[config.mk]
export PLATFORM = sky130hd
export DESIGN_NAME = uart_tx_fifo_drain_flat
export DESIGN_NICKNAME = d
export VERILOG_FILES = /design/src/rtl/uart_tx_fifo_drain_if.sv /design/src/rtl/uart_tx_fifo_drain.sv /design/src/flat_wrapper.sv
export SDC_FILE = /design/constraint.sdc
export NUM_CORES = 1
export LEC_CHECK = 0
export ABC_CLOCK_PERIOD_IN_PS = 2400
export BUFFER_PORTS_ARGS = -buffer_cell sky130_fd_sc_hd__clkbuf_2
export CORE_AREA = 3 3 70 72
export DETAILED_ROUTE_END_ITERATION = 8
export DIE_AREA = 0 0 73 75
export HOLD_SLACK_MARGIN = 0.12
export PLACE_DENSITY = 0.68
export SKIP_LAST_GASP = 1
export SLEW_MARGIN = 10
export SYNTH_ARGS = -nofsm -noshare
export SYNTH_HDL_FRONTEND = slang
export SYNTH_SLANG_ARGS = --single-unit
[constraint.sdc]
create_clock -name clk -period 2.4 [get_ports clk]
set_clock_uncertainty 0.2 [all_clocks]
set_input_delay 0.12 -clock clk [delete_from_list [all_inputs] [get_ports clk]]
set_output_delay 0.12 -clock clk [all_outputs]
set_load 0.05 [all_outputs]
[src/rtl/uart_tx_fifo_drain_if.sv]
// FIFO read-side handshake between the TX fifo and the UART transmitter.
// The transmitter (master) pops words with rd; the fifo (slave) reports
// its head word and empty flag.
interface uart_tx_fifo_drain_if #(
    parameter int DATA_WIDTH = 8
);
    logic                  empty;
    logic [DATA_WIDTH-1:0] r_data;
    logic                  rd;

    modport master (
        output rd,
        input  empty,
        input  r_data
    );

    modport slave (
        input  rd,
        output empty,
        output r_data
    );
endinterface

[src/rtl/uart_tx_fifo_drain.sv]
// UART transmitter draining the TX fifo: pops one word per frame and sends
// it LSB-first as start / data / stop, with its own baud tick generator.
// Optional even-parity bit between data and stop: define UART_TX_PARITY_EN.
module uart_tx_fifo_drain #(
    parameter int DATA_WIDTH = 8,
    parameter int SB_TICK    = 16,
    parameter int DVSR_WIDTH = 11
) (
    input  logic                  clk,
    input  logic                  reset,
    input  logic                  tx_en,
    input  logic [DVSR_WIDTH-1:0] dvsr,
    uart_tx_fifo_drain_if.master  fifo,
    output logic                  tx,
    output logic                  tx_busy
);

    localparam int S_W = $clog2((SB_TICK > 16) ? SB_TICK : 16);
    localparam int N_W = (DATA_WIDTH > 1) ? $clog2(DATA_WIDTH) : 1;

`ifdef UART_TX_PARITY_EN
    typedef enum logic [2:0] {IDLE, START, DATA, PARITY, STOP} state_t;
`else
    typedef enum logic [1:0] {IDLE, START, DATA, STOP} state_t;
`endif

    state_t                  state_q, state_n;
    logic [DVSR_WIDTH-1:0]   b_q, b_n;
    logic [DVSR_WIDTH-1:0]   dvsr_q, dvsr_n;
    logic [S_W-1:0]          s_q, s_n;
    logic [N_W-1:0]          n_q, n_n;
    logic [DATA_WIDTH-1:0]   sh_q, sh_n;
    logic                    rd_c;
    logic                    tick;
`ifdef UART_TX_PARITY_EN
    logic                    par_q, par_n;
`endif

    assign tick = (b_q == dvsr_q);

    // State and datapath registers; reset aborts any frame in flight.
    always_ff @(posedge clk or negedge reset) begin
        if (!reset) begin
            state_q <= IDLE;
            b_q     <= '0;
            dvsr_q  <= '0;
            s_q     <= '0;
            n_q     <= '0;
            sh_q    <= '0;
`ifdef UART_TX_PARITY_EN
            par_q   <= 1'b0;
`endif
        end else begin
            state_q <= state_n;
            b_q     <= b_n;
            dvsr_q  <= dvsr_n;
            s_q     <= s_n;
            n_q     <= n_n;
            sh_q    <= sh_n;
`ifdef UART_TX_PARITY_EN
            par_q   <= par_n;
`endif
        end
    end

    // Next-state, baud counter, tick/bit counters, shift register and pop strobe.
    always_comb begin
        state_n = state_q;
        dvsr_n  = dvsr_q;
        s_n     = s_q;
        n_n     = n_q;
        sh_n    = sh_q;
        rd_c    = 1'b0;
`ifdef UART_TX_PARITY_EN
        par_n   = par_q;
`endif
        if (state_q == IDLE || tick) begin
            b_n = '0;
        end else begin
            b_n = b_q + 1'b1;
        end

        case (state_q)
            IDLE: begin
                if (tx_en && !fifo.empty) begin
                    rd_c    = 1'b1;
                    sh_n    = fifo.r_data;
                    s_n     = '0;
                    n_n     = '0;
                    dvsr_n  = dvsr;
`ifdef UART_TX_PARITY_EN
                    par_n   = ^fifo.r_data;
`endif
                    state_n = START;
                end
            end
            START: begin
                if (tick) begin
                    if (s_q == S_W'(15)) begin
                        s_n     = '0;
                        state_n = DATA;
                    end else begin
                        s_n = s_q + 1'b1;
                    end
                end
            end
            DATA: begin
                if (tick) begin
                    if (s_q == S_W'(15)) begin
                        s_n  = '0;
                        sh_n = sh_q >> 1;
                        if (n_q == N_W'(DATA_WIDTH - 1)) begin
`ifdef UART_TX_PARITY_EN
                            state_n = PARITY;
`else
                            state_n = STOP;
`endif
                        end else begin
                            n_n = n_q + 1'b1;
                        end
                    end else begin
                        s_n = s_q + 1'b1;
                    end
                end
            end
`ifdef UART_TX_PARITY_EN
            PARITY: begin
                if (tick) begin
                    if (s_q == S_W'(15)) begin
                        s_n     = '0;
                        state_n = STOP;
                    end else begin
                        s_n = s_q + 1'b1;
                    end
                end
            end
`endif
            STOP: begin
                if (tick) begin
                    if (s_q == S_W'(SB_TICK - 1)) begin
                        s_n     = '0;
                        state_n = IDLE;
                    end else begin
                        s_n = s_q + 1'b1;
                    end
                end
            end
            default: state_n = IDLE;
        endcase
    end

    // Serial line level decoded from registered state only (no path from empty).
    always_comb begin
        tx = 1'b1;
        case (state_q)
            START:   tx = 1'b0;
            DATA:    tx = sh_q[0];
`ifdef UART_TX_PARITY_EN
            PARITY:  tx = par_q;
`endif
            default: tx = 1'b1;
        endcase
    end

    // The pop strobe is qualified by reset so it drops as soon as reset asserts.
    assign fifo.rd = rd_c & reset;
    assign tx_busy = (state_q != IDLE);

endmodule

[src/flat_wrapper.sv]
// flat-port wrapper written by rule: the top's interface ports become plain ports
module uart_tx_fifo_drain_flat 
#(
    parameter int DATA_WIDTH = 8,
    parameter int SB_TICK    = 16,
    parameter int DVSR_WIDTH = 11
)
  (clk, reset, tx_en, dvsr, tx, tx_busy, fifo_rd, fifo_empty, fifo_r_data);
  uart_tx_fifo_drain_if #(.DATA_WIDTH(DATA_WIDTH)) fifo_i ();
  input  logic clk;
  input  logic reset;
  input  logic tx_en;
  input  logic [DVSR_WIDTH-1:0] dvsr;
  output logic tx;
  output logic tx_busy;
  output wire logic [$bits(fifo_i.rd)-1:0] fifo_rd;
  input wire logic [$bits(fifo_i.empty)-1:0] fifo_empty;
  input wire logic [$bits(fifo_i.r_data)-1:0] fifo_r_data;
  assign fifo_rd = fifo_i.rd;
  assign fifo_i.empty = fifo_empty;
  assign fifo_i.r_data = fifo_r_data;
  uart_tx_fifo_drain #(.DATA_WIDTH(DATA_WIDTH), .SB_TICK(SB_TICK), .DVSR_WIDTH(DVSR_WIDTH)) u_core (.clk(clk), .reset(reset), .tx_en(tx_en), .dvsr(dvsr), .fifo(fifo_i), .tx(tx), .tx_busy(tx_busy));
endmodule
==> flow_metrics.py <==
metrics = {
    "finish": {
        "fillCellCount": 340,
        "final_area_um2": 2633,
        "diodes": 0,
        "final_core_util_pct": 60.46,
        "instances_no_fill": 303,
        "multi_input_area_um2": 1052,
        "register_area_um2": 975.9,
        "drive_gt1_share_pct": 24.70,
        "area_delta_synth_final_pct": 24.79,
        "finalNetCount": 282,
    },
    "cts": {
        "root_buffer": "clkbuf_8",
        "numCtsBuffers": 5,
        "clkLatencyLatePin_ps": 290,
        "cts_sinks": 39,
        "post-cts-setup-buffers": 0,
        "cts_tree": "yes",
        "cts_buffer_depth": 2,
        "h-tree-depth": 2,
        "clk_transition_reported_paths_ps": 80,
    },
    "min_path": {
        "hp-start": "fifo_empty",
        "hold_class": "primary input to register",
        "holdPathEnd": "u_core.s_q[3]",
        "holdPathStages": 5,
    },
    "synthesis": {
        "netlist_area_um2": 2110,
        "synth_ff_type": "dfrtp_1",
        "synthTopCellsByArea": "dfrtp_1 46%, mux2_2 6.4%, xor2_1 6.2%",
        "synth_top_cells_by_count": "39 x dfrtp_1, 15 x xor2_1, 14 x o22ai_1",
        "seq_area_frac_synth_pct": 46.26,
        "synth_top_area_share_pct": 46.26,
        "syn_inst": 200,
        "syn_area_per_cell_um2": 10.55,
        "yosysTopAreaCell": "dfrtp_1",
        "yosysUniqueCellTypes": 44,
        "synth_edf_count": 0,
        "yosysMostFrequentCell": "dfrtp_1",
        "synth-seq-cells": 39,
        "syn_nets": 232,
        "ys_async_sr_fraction_pct": 100.0,
        "yosysWarnings": 0,
    },
    "sta": {
        "final-hold-violation-count": 0,
        "holdWs_ps": 236.4,
        "drv_slew": 0,
        "rsz0062_at_grt": "no",
        "finalCritPeriodShare_pct": 95.30,
        "layout_setup_ws_ps": 112.7,
        "worst_pin_slew_ps": 495.9,
        "tns_ps": 0,
        "slew_headroom_pct": 66.67,
        "fmax_ghz": 0.4372,
        "layout_min_cycle_time_ps": 2287,
        "setup_viol": 0,
    },
    "detailed_routing": {
        "finalWirelength_mm": 4.466,
        "wl_per_cell_um": 14.74,
        "wl_met2_mm": 2.208,
        "dr.max_layer_used": "met4",
        "vias_per_cell": 5.591,
        "ant_nets": 0,
        "met3WireLength_um": 141,
        "wl_met1_mm": 2.063,
        "drc": 0,
        "drt-pass1-iter-count": 5,
        "drt-initial-drc-count": 90,
        "num_vias": 1694,
    },
    "placement": {
        "place.detailed.hpwl_mm": 3.068,
        "place_ws_ps": 137.7,
        "placed_cells": 275,
        "place_congestion": 0.8551,
        "dpl_cell_area_um2": 2295,
        "port_buffers": 25,
    },
    "job": {
        "cap_violations": 0,
    },
    "critical_path": {
        "worstRegToRegCells": 5,
        "cp_top_family": "simple AND/OR/NAND/NOR gates",
        "cp_slowest_cell": "nor4_2",
        "cpPeakStageDelay_ps": 500,
        "crit_type": "register to register",
        "rrSetupSlack_ps": 110,
        "crit_fanout": 10,
        "worst-path-buf-inv": 1,
        "timing.rr.end": "u_core.n_q[0]",
        "crit_chain": "xor2_1, nor4_2, nand3_1, buf_4, o311ai_0",
        "critPathLaunchType": "register",
        "r2r_start": "u_core.b_q[5]",
        "cp.arrival_ps": 2240,
        "worstPathRequired_ps": 2350,
        "endpoint_kind": "register",
    },
    "die": {
        "die_h_um": 75,
        "die_w_um": 73,
        "io_pins": 26,
        "start_util_pct": 48.45,
        "rows": 24,
        "dieArea_um2": 5475,
        "core-area_um2": 4354,
    },
    "grt": {
        "grt_antenna_before_repair": 0,
        "grt-ovfl-total": 0,
        "grt_first_pass_wirelength_mm": 7.320,
        "grt_max_degree": 40,
        "grt_usage_pct": 17.32,
        "grt_pass1_vias": 1618,
    },
    "power_and_ir_drop": {
        "power_leakage_nw": 1.217,
        "power.density_nw_per_um2": 1144,
        "ir_drop_mv": 0.5839,
        "total_power_mw": 3.012,
    },
    "outcome": {
        "status": "completed",
    },
}
cell usage in the layout, fill, tap and decap left out, types with 3 or more instances in the layout:
cell,count
a21oi_1,7
buf_4,7
clkbuf_2,24
clkbuf_8,5
dfrtp_1,39
dlygate4sd3_1,20
ha_1,9
inv_1,7
mux2_2,12
nand2_1,13
nand2b_1,4
nand3_1,13
nand3b_1,3
nor2_1,12
nor3_1,4
o211ai_1,4
o22ai_1,14
xnor2_1,5
xor2_1,15
power breakdown:
group          switching (mW)  leakage, nW  total (mW)  internal, mW
combinational           0.655        0.660        1.22         0.566
sequential              0.228        0.491        1.15         0.919
clock                   0.228       0.0654       0.643         0.416
total                    1.11         1.22        3.01          1.90
routing by layer:
| metal | global-route usage, % | vias up |
|---|---|---|
| met5 | 0 | - |
| met3 | 3.204 | 6 |
| met2 | 30.59 | 36 |
| li1 | - | 821 |
| met1 | 21.02 | 831 |
| met4 | 6.557 | 0 |
cell families after synthesis:
| logic type | count (synthesis) | share of synthesized area (%) |
|---|---|---|
| AOI/OAI and AO/OA | 39 | 13.05 |
| xor gates and xnor gates | 20 | 8.304 |
| adders and majority gates | 9 | 5.338 |
| buffers and inverters | 16 | 4.092 |
| DFF | 39 | 46.26 |
| muxes | 12 | 6.406 |
| and+or+nand+nor | 65 | 16.55 |
worst max path at each step:
stage | startpoint | end | cells after the start
after floorplan | u_core.state_q[0] | fifo_rd | 6
after global placement | u_core.b_q[5] | u_core.n_q[0] | 5
after detailed placement | u_core.b_q[5] | u_core.n_q[0] | 5
after CTS | u_core.state_q[0] | fifo_rd | 6
after global routing | u_core.b_q[2] | u_core.n_q[0] | 5
final | u_core.b_q[5] | u_core.n_q[0] | 5
cell type report:
type,instances,area share [%]
Multi-Input combinational cell,145,39.97
Timing Repair Buffer,52,14.45
Inverter,7,0.9981
Sequential cell,39,37.07
Tap cell,52,2.471
Clock inverter,2,2.281
Clock buffer,6,2.757
flip-flops by register name, indices dropped and copies added, names as in the netlist:
signal,cells
u_core.state_q,2
u_core.sh_q,8
u_core.dvsr_q,11
u_core.n_q,3
u_core.b_q,11
u_core.s_q,4
tightest hold or removal path: stages:
cell      delay [ps]
clkbuf_2          80
or2b_2           150
nand2_1          170
nand2_4          110
o41ai_2           60
what timing repair did:
action | 4_1_cts | 5_1_grt
pin swaps | 0 | 0
setup endpoints to repair | 1 | 1
hold buffers | 20 | 0
hold endpoints to repair | 58 | 0
gates resized for setup | 1 | 1
Note: power is estimated with default switching activity, not from simulation.
